<file path="config.mk">
export PLATFORM = sky130hd
export DESIGN_NAME = ntt_sched
export DESIGN_NICKNAME = d
export VERILOG_FILES = /design/src/rtl/ntt_pkg.sv /design/src/rtl/ntt_delay_line.sv /design/src/rtl/ntt_sched.sv
export SDC_FILE = /design/constraint.sdc
export NUM_CORES = 1
export LEC_CHECK = 0
export BUFFER_PORTS_ARGS = -buffer_cell sky130_fd_sc_hd__buf_2
export CORE_MARGIN = 4
export CORE_UTILIZATION = 60
export CTS_BUF_LIST = sky130_fd_sc_hd__clkbuf_16
export CTS_CLUSTER_DIAMETER = 200
export DETAILED_ROUTE_END_ITERATION = 8
export GPL_TIMING_DRIVEN = 0
export PLACE_DENSITY = 0.9
export SLEW_MARGIN = 25
export SYNTH_ARGS = -nofsm -noshare
export SYNTH_HDL_FRONTEND = slang
export SYNTH_HIERARCHICAL = 1
export SYNTH_SLANG_ARGS = --single-unit
</file>
<file path="constraint.sdc">
create_clock -name clk_i -period 6.17 [get_ports clk_i]
set_clock_uncertainty 0.2 [all_clocks]
set_input_delay 0.3085 -clock clk_i [delete_from_list [all_inputs] [get_ports clk_i]]
set_output_delay 0.3085 -clock clk_i [all_outputs]
set_load 0.05 [all_outputs]
</file>
<file path="src/rtl/ntt_pkg.sv">
// Shared constants and types for the 256-point NTT/INTT sequencer (q = 8380417).
package ntt_pkg;

  localparam logic [22:0] Q    = 23'd8380417;
  localparam int unsigned N    = 256;
  localparam int unsigned LOGN = 8;
  localparam int unsigned NBF  = 128;

  localparam logic [2:0] ST_IDLE  = 3'd0;
  localparam logic [2:0] ST_ISSUE = 3'd1;
  localparam logic [2:0] ST_DRAIN = 3'd2;
  localparam logic [2:0] ST_FLUSH = 3'd3;
  localparam logic [2:0] ST_DONE  = 3'd4;

  typedef enum logic [2:0] {
    IDLE  = ST_IDLE,
    ISSUE = ST_ISSUE,
    DRAIN = ST_DRAIN,
    FLUSH = ST_FLUSH,
    DONE  = ST_DONE
  } ntt_state_t;

  typedef logic [7:0] coef_addr_t;
  typedef logic [7:0] tw_idx_t;
  typedef logic [2:0] layer_t;
  typedef logic [6:0] bf_idx_t;

endpackage

</file>
<file path="src/rtl/ntt_delay_line.sv">
// Fixed-depth shift register with synchronous clear; depth 0 degenerates to a wire.
module ntt_delay_line #(
  parameter int W     = 1,
  parameter int DEPTH = 1
) (
  input  logic         clk_i,
  input  logic         rst_i,
  input  logic [W-1:0] d_i,
  output logic [W-1:0] q_o
);

  generate
    if (DEPTH == 0) begin : g_wire
      assign q_o = d_i;
    end else begin : g_pipe
      logic [W-1:0] pipe_q [DEPTH];
      logic [W-1:0] pipe_d [DEPTH];

      always_comb begin
        pipe_d[0] = d_i;
        for (int i = 1; i < DEPTH; i++) begin
          pipe_d[i] = pipe_q[i-1];
        end
      end

      always_ff @(posedge clk_i) begin
        if (rst_i) begin
          for (int i = 0; i < DEPTH; i++) begin
            pipe_q[i] <= '0;
          end
        end else begin
          for (int i = 0; i < DEPTH; i++) begin
            pipe_q[i] <= pipe_d[i];
          end
        end
      end

      assign q_o = pipe_q[DEPTH-1];
    end
  endgenerate

endmodule

</file>
<file path="src/rtl/ntt_sched.sv">
// In-place 256-point NTT/INTT sequencer: read addresses, twiddle index and butterfly selects,
// with write-back addresses as delayed copies of the read side.
//
// state | meaning
// IDLE  | waiting for start_i
// ISSUE | one coefficient-pair read per cycle for layer l
// DRAIN | D idle cycles so layer l writes land before layer l+1 reads
// FLUSH | D cycles until the final write has been issued
// DONE  | done_o pulse, then back to IDLE
module ntt_sched
  import ntt_pkg::*;
#(
  parameter int RD_LAT = 1,
  parameter int BF_LAT = 0
) (
  input  logic       clk_i,
  input  logic       rst_i,
  input  logic       start_i,
  input  logic       inv_i,
  output logic       busy_o,
  output logic       done_o,
  output logic       rd_en_o,
  output logic [7:0] rd_addr_a_o,
  output logic [7:0] rd_addr_b_o,
  output logic [7:0] tw_idx_o,
  output logic       sel_butterfly_o,
  output logic       sel_red_o,
  output logic       wr_en_o,
  output logic [7:0] wr_addr_a_o,
  output logic [7:0] wr_addr_b_o
);

  localparam int D  = RD_LAT + BF_LAT;
  localparam int CW = $clog2(D + 1);

  ntt_state_t    state_q, state_d;
  layer_t        l_q, l_d;
  bf_idx_t       bf_q, bf_d;
  logic          inv_q, inv_d;
  logic [CW-1:0] cnt_q, cnt_d;

  always_comb begin
    state_d = state_q;
    l_d     = l_q;
    bf_d    = bf_q;
    inv_d   = inv_q;
    cnt_d   = cnt_q;
    case (state_q)
      IDLE: begin
        if (start_i) begin
          state_d = ISSUE;
          l_d     = '0;
          bf_d    = '0;
          inv_d   = inv_i;
        end
      end
      ISSUE: begin
        if (bf_q == bf_idx_t'(NBF - 1)) begin
          cnt_d   = CW'(D - 1);
          state_d = (l_q == layer_t'(LOGN - 1)) ? FLUSH : DRAIN;
        end else begin
          bf_d = bf_q + 7'd1;
        end
      end
      DRAIN: begin
        if (cnt_q == '0) begin
          state_d = ISSUE;
          l_d     = l_q + 3'd1;
          bf_d    = '0;
        end else begin
          cnt_d = cnt_q - CW'(1);
        end
      end
      FLUSH: begin
        if (cnt_q == '0) begin
          state_d = DONE;
        end else begin
          cnt_d = cnt_q - CW'(1);
        end
      end
      DONE:    state_d = IDLE;
      default: state_d = IDLE;
    endcase
  end

  // Outputs are computed from next-state values so they leave registers aligned with the FSM.
  logic       rd_en_d, busy_d, done_d, sel_bf_iss_d, sel_red_iss_d;
  logic [2:0] k;
  logic [7:0] bf_ext, span, grp, off, addr_a, addr_b, tw;
  logic [7:0] rd_addr_a_d, rd_addr_b_d, tw_idx_d;

  always_comb begin
    rd_en_d = (state_d == ISSUE);
    busy_d  = (state_d == ISSUE) || (state_d == DRAIN) || (state_d == FLUSH);
    done_d  = (state_d == DONE);

    // The pair address is bf with a zero inserted at bit k; its partner has that bit set.
    k      = inv_d ? l_d : (3'd7 - l_d);
    bf_ext = {1'b0, bf_d};
    span   = 8'd1 << k;
    grp    = bf_ext >> k;
    off    = bf_ext & (span - 8'd1);
    addr_a = (grp << ({1'b0, k} + 4'd1)) | off;
    addr_b = addr_a | span;
    tw     = inv_d ? ((8'hff >> l_d) - grp) : ((8'd1 << l_d) + grp);

    rd_addr_a_d   = rd_en_d ? addr_a : '0;
    rd_addr_b_d   = rd_en_d ? addr_b : '0;
    tw_idx_d      = rd_en_d ? tw : '0;
    sel_bf_iss_d  = rd_en_d & inv_d;
    sel_red_iss_d = rd_en_d & (l_d == layer_t'(LOGN - 1));
  end

  logic       rd_en_q, busy_q, done_q, sel_bf_iss_q, sel_red_iss_q;
  logic [7:0] rd_addr_a_q, rd_addr_b_q, tw_idx_q;

  always_ff @(posedge clk_i) begin
    if (rst_i) begin
      state_q       <= IDLE;
      l_q           <= '0;
      bf_q          <= '0;
      inv_q         <= 1'b0;
      cnt_q         <= '0;
      rd_en_q       <= 1'b0;
      busy_q        <= 1'b0;
      done_q        <= 1'b0;
      sel_bf_iss_q  <= 1'b0;
      sel_red_iss_q <= 1'b0;
      rd_addr_a_q   <= '0;
      rd_addr_b_q   <= '0;
      tw_idx_q      <= '0;
    end else begin
      state_q       <= state_d;
      l_q           <= l_d;
      bf_q          <= bf_d;
      inv_q         <= inv_d;
      cnt_q         <= cnt_d;
      rd_en_q       <= rd_en_d;
      busy_q        <= busy_d;
      done_q        <= done_d;
      sel_bf_iss_q  <= sel_bf_iss_d;
      sel_red_iss_q <= sel_red_iss_d;
      rd_addr_a_q   <= rd_addr_a_d;
      rd_addr_b_q   <= rd_addr_b_d;
      tw_idx_q      <= tw_idx_d;
    end
  end

  // Selects meet the data at the butterfly input; writes meet its output.
  logic [1:0]  sel_bus;
  logic [16:0] wr_bus;

  ntt_delay_line #(.W(2), .DEPTH(RD_LAT)) u_sel_dly (
    .clk_i (clk_i),
    .rst_i (rst_i),
    .d_i   ({sel_bf_iss_q, sel_red_iss_q}),
    .q_o   (sel_bus)
  );

  ntt_delay_line #(.W(17), .DEPTH(D)) u_wr_dly (
    .clk_i (clk_i),
    .rst_i (rst_i),
    .d_i   ({rd_en_q, rd_addr_a_q, rd_addr_b_q}),
    .q_o   (wr_bus)
  );

  assign busy_o          = busy_q;
  assign done_o          = done_q;
  assign rd_en_o         = rd_en_q;
  assign rd_addr_a_o     = rd_addr_a_q;
  assign rd_addr_b_o     = rd_addr_b_q;
  assign tw_idx_o        = tw_idx_q;
  assign sel_butterfly_o = sel_bus[1];
  assign sel_red_o       = sel_bus[0];
  assign wr_en_o         = wr_bus[16];
  assign wr_addr_a_o     = wr_bus[15:8];
  assign wr_addr_b_o     = wr_bus[7:0];

endmodule

</file>
Word-level counts from Yosys, hierarchy flattened
Memories as Yosys holds them, arrays and structs flattened.
Index checks and enable logic that the tools add are counted.
Widths: inputs -> output; s select.

operators by class
  equal/unequal tests = 11
  shift-type cells = 5
  bitwise gates (word level) = 6
  add/subtract/negate cells = 8
  reductions and logical operators = 9
  muxes and demuxes = 27

operators with widths
  kind                 count
  $mux 3               7
  $mux 7               3
  $pmux 7 s3           1
  $mux 17              1
  $reduce_or 17->1     1
  $or 8x8->8           2
  $shl 1x3->8 const A  2
  $eq 3x2->1 const B   4
  $pmux 3 s4           1
  $mux 1               10
  $eq 3x3->1 const B   3
  $add 8x8->8          1
  $and 7x8->8          1
  $mux 8               1
  $shl 8x4->8          1
  $shr 7x3->8          1
  $shr 8x3->8 const A  1
  $sub 8x1->8 const B  1
  $sub 8x8->8          1
  $add 7x1->7 const B  1
  $eq 7x7->1 const B   1
  $eq 3x1->1 const B   2
  $pmux 3 s2           1
  $reduce_or 2->1      3
  13 further kinds     15

word-level totals
  bits in registers = 44
  word-level logic and storage cells = 81
  memories kept = 2
  input port bits = 4
  bits in writable memories = 19

memories
  memory                   depth  bits a word  rd ports  clocked after memory_dff  write ports  RTL line              source
  u_wr_dly.g_pipe.pipe_q   1      17           1         0                         1            ntt_delay_line.sv:16  logic [W-1:0] pipe_q [DEPTH];
  u_sel_dly.g_pipe.pipe_q  1      2            1         0                         1            ntt_delay_line.sv:16

Logic depth before layout (Yosys ltp)
  depth in word-level cells = 10
  depth in mapped cells = 18
  mapped depth without buffers = 18

Cells and area by module
Netlist, hierarchy kept.

modules (own cells, without submodules)
  module                       times used  cells each  area an instance (µm²)  sequential area each (µm²)
  ntt_sched                    1           403         3,170.5                 860.8
  ntt_delay_line at u_wr_dly   1           35          475.5                   340.3
  ntt_delay_line at u_sel_dly  1           4           52.6                    40.0

Worst setup path after synthesis
No wires, ideal clock.

  path type = register to register
  start point = register state_q[2]
  end point = register tw_idx_q[6] (netlist: tw_idx_o[6])
  clock period less this slack = 3.804 ns
  slack = 2.366 ns
  buffers on the path = 2
  setup time = 0.070 ns
  stages on the path, launching flop included = 19
  arrival = 3.535 ns
  path through = dfxtp_1 > buf_6 > nor4b_4 > mux2_4 > buf_6 > a21oi_1 > mux2i_1 > a211oi_4 > a311o_4 > ha_1 > inv_1 > a21o_1 > a21oi_1 > a21oi_1 > or2_1 > a31oi_1 > xor2_1 > o21ai_0 > a21oi_1

on the way
  word-level cells in the longest chain between the ends = 7
  elaborated cells on any way between the ends = 23
  classes of those cells = add/sub: 3; eq/ne: 4; shift: 3; mux: 10; bitwise: 1; reduce/logical: 2

RTL lines
  element                                               RTL line          source
  start, declared                                       ntt_sched.sv:36   ntt_state_t state_q, state_d;
  start signal, assigned                                ntt_sched.sv:133  state_q <= state_d;
  $eq 3x2->1 / $logic_not 3->1 (equally long branches)  ntt_sched.sv:48   case (state_q)
  $pmux 3 s2                                            ntt_sched.sv:48
  $sub 3x3->3                                           ntt_sched.sv:98   k = inv_d ? l_d : (3'd7 - l_d);
  $mux 3                                                ntt_sched.sv:98
  $shr 7x3->8                                           ntt_sched.sv:101  grp = bf_ext >> k;
  $add 8x8->8 / $sub 8x8->8 (equally long branches)     ntt_sched.sv:105  tw = inv_d ? ((8'hff >> l_d) - grp) : ((8'd1 << l_d) + grp);
  $mux 8                                                ntt_sched.sv:105
  end signal, assigned                                  ntt_sched.sv:145  tw_idx_q <= tw_idx_d;
  end, declared                                         ntt_sched.sv:115  logic [7:0] rd_addr_a_q, rd_addr_b_q, tw_idx_q;

Several ways; a longest one is shown, not always the timed one.
A chain may end at the register's enable or synchronous reset.

Worst setup path after layout
  start point = register state_q[0]
  end point = register tw_idx_q[6] (netlist: tw_idx_o[6])

The elaborated chain is that of the path after synthesis.

==> flow_summary.yaml <==
run_status:
  outcome: "finished clean"
die:
  die_y_um: 86.5
  core-area_um2: 5960
  ios: 50
  dieArea_um2: 7480
  fp.dieW_um: 86.5
  start_util_pct: 62.1
  rows: 28
cts:
  clockBufferDepth: 2
  holdBufCountCts: 0
  clock_latency_ps: 330
  cts_tree: "yes"
  cts-root-buf: "clkbuf_16"
  cts-resized-gates: 0
  htree_levels: 3
  clock_sinks: 62
  post_cts_buffers: 0
  numCtsBuffers: 9
  clk_pin_slew_ps: 60
cells_and_area:
  diodes: 0
  area_growth_pct: 18.7
  drive_gt1_share_pct: 21.5
  nNetsFinal: 525
  fin_area_um2: 4390
  final_core_util_pct: 73.7
  instances_no_fill: 582
synthesis:
  syn_area_per_cell_um2: 8.37
  synth-seq-cells: 62
  ys_types: 72
  async_flop_share_pct: 0
  ys_warn_count: 6
  synth_top_family_by_area: "simple AND/OR/NAND/NOR gates"
  synth-simple-area-share_pct: 24.7
  synthAdderAreaFrac_pct: 6.43
  synth_area_um2: 3700
  synth_compound_area_share_pct: 23.9
  synth.area.mux_share_pct: 3.52
  synth_top_area_share_pct: 33.6
  syn_nets: 465
  synth_xor_area_share_pct: 3.32
  yosysTopAreaCell: "dfxtp_1"
  ys.flop_type: "dfxtp_1"
  synth_area_leaders: "dfxtp_1 34%, ha_1 6.4%, nor2_1 4.6%"
  synth_edf_count: 0
  post-synth-top-count-cell: "dfxtp_1"
  postSynthCellCount: 442
  synthTopCellsByCount: "62 x dfxtp_1, 45 x nor2_1, 37 x nand2_1"
  synth.yosys.seq_area_share_pct: 33.6
timing:
  drv_slew: 0
  grt_setup_unrepaired: "false"
  min_period_over_period_pct: 72.5
  max_slew_margin_pct: 32.7
  finalSetupViolCount: 0
  hold_viol_final: 0
  worst_pin_slew_ps: 1000
  max_freq_mhz: 223
  fin_crit_ps: 4480
  setup_ws_ps: 1690
  setup_tns_ps: 0
placed_design:
  dp_hpwl_mm: 7.05
  numPortBuffers: 49
  place_congestion: 0.915
  placed_cell_area_um2: 4040
  place_ws_ps: 1870
  dp.cells: 566
drt:
  drt_pre_antenna_iters: 5
  antenna_left: 0
  routed_wl_mm: 10.1
  viasPerCell: 6.33
  drc: 0
  num_vias: 3682
  wl_per_cell_um: 17.4
  drt_iter0_drc: 359
global_routing:
  track_usage_pct: 27.4
  antenna_found_initial: 0
  grt_max_degree: 14
  grt_pass1_vias: 3371
  top_usage_layer: "met2"
  grt_use_met2_pct: 45.1
  grt_pass1_wl_mm: 16.1
  grt_util_met3_pct: 7.13
  met1_usage_pct: 32.8
  grt-ovfl-total: 0
run:
  max-cap-violations: 0
power_and_ir_drop:
  leakagePower_nw: 1.93
  power.density_nw_per_um2: 286
  vdd_drop_max_mv: 0.239
critical_path:
  critPathArrivalTime_ps: 4550
  crit_required_ps: 6240
  path_max_fanout: 10
  cp-start-kind: "flop"
  critPathCaptureType: "flop"
  worstSetupPathType: "reg2reg"
worst_hold_path:
  holdCritPathClass: "in2reg"
==> state kept, by name, indices dropped and copies added, names as in the netlist, 2 cells and up <==
name	flops
u_wr_dly/g_pipe.pipe_q	17
u_sel_dly/g_pipe.pipe_q	2
bf_q	7
rd_addr_a_o	8
state_q	3
l_q	3
tw_idx_o	8
rd_addr_b_o	8
==> routing by layer <==
metal	share of wire, %	routed length, um	up-vias
met3	9.0	908	43
met4	3.8	383	0
met2	47	4810	217
li1	-	-	1712
met5	0	0	-
met1	40	4030	1710
==> stage by stage <==
step / hold WS [ps] / power, mW
6_report: 117 / 1.26
5_1_grt: 119 / 1.30
4_1_cts: 110 / 1.26
3_5_place_dp: 228 / 0.657
3_3_place_gp: 221 / 0.652
2_1_floorplan: 180 / 0.608
==> power by group <==
part | switching (mW) | internal [mW] | leakage, nW | total, mW
registers | 0.00625 | 0.418 | 0.504 | 0.424
logic | 0.166 | 0.0662 | 1.26 | 0.232
clock network | 0.199 | 0.401 | 0.173 | 0.600
==> path summary, 6_finish.rpt <==
path                                                                  to                     start  slack [ps]  cells after the start
worst min-delay path            u_sel_dly/g_pipe.pipe_q[0][0]$_SDFF_PP0_                     rst_i         120                      2
worst min register to register  u_sel_dly/g_pipe.pipe_q[0][0]$_SDFF_PP0_  sel_red_iss_q$_SDFF_PP0_         240                      1
worst max register to register                    tw_idx_o[6]$_SDFF_PP0_     state_q[0]$_SDFF_PP0_        1690                     18
worst max-delay path                              tw_idx_o[6]$_SDFF_PP0_     state_q[0]$_SDFF_PP0_        1690                     18
==> cells by family (layout without fill, tap and decap cells) <==
kind of cell	count (synthesis)	after routing
fa+ha+maj	19	19
mux	12	12
compound gates	126	126
buf+inv	34	99
simple gates	175	175
xor+xnor	14	14
flops	62	62
==> cells in the final DEF (no fill, tap or decap), types with 11 or more instances in the layout <==
master / count
nor2_1: 45
a31oi_1: 14
xnor2_1: 11
nand3_1: 20
buf_2: 53
ha_1: 19
nor2b_1: 13
nand2_1: 37
dfxtp_1: 62
o21ai_0: 27
nor3_1: 13
inv_1: 14
a21oi_1: 26
==> worst max-delay path: stages (launching register included) <==
cell	delay, ps
dfxtp_1	300
buf_4	160
or3b_1	360
buf_4	180
a31oi_1	130
o21ai_0	260
a21oi_1	330
o21ai_0	180
a31oi_1	500
inv_1	90
ha_1	380
a21o_1	180
a21oi_1	280
a21oi_1	100
or2_1	220
a31oi_1	190
xor2_1	150
o21ai_0	80
a21oi_1	120
==> cell type report <==
| class | count | area [um^2] |
|---|---|---|
| multi-input cells | 346 | 2290 |
| fillers | 441 | 1570 |
| flip-flops and latches | 62 | 1240 |
| repair buffers | 49 | 245 |
| clock buffers | 9 | 225 |
| clock inverters | 7 | 128 |
| plain buffers | 18 | 106 |
| well taps | 75 | 93.8 |
| inverters | 16 | 62.6 |
No activity file was read; power rests on OpenSTA's default activity.
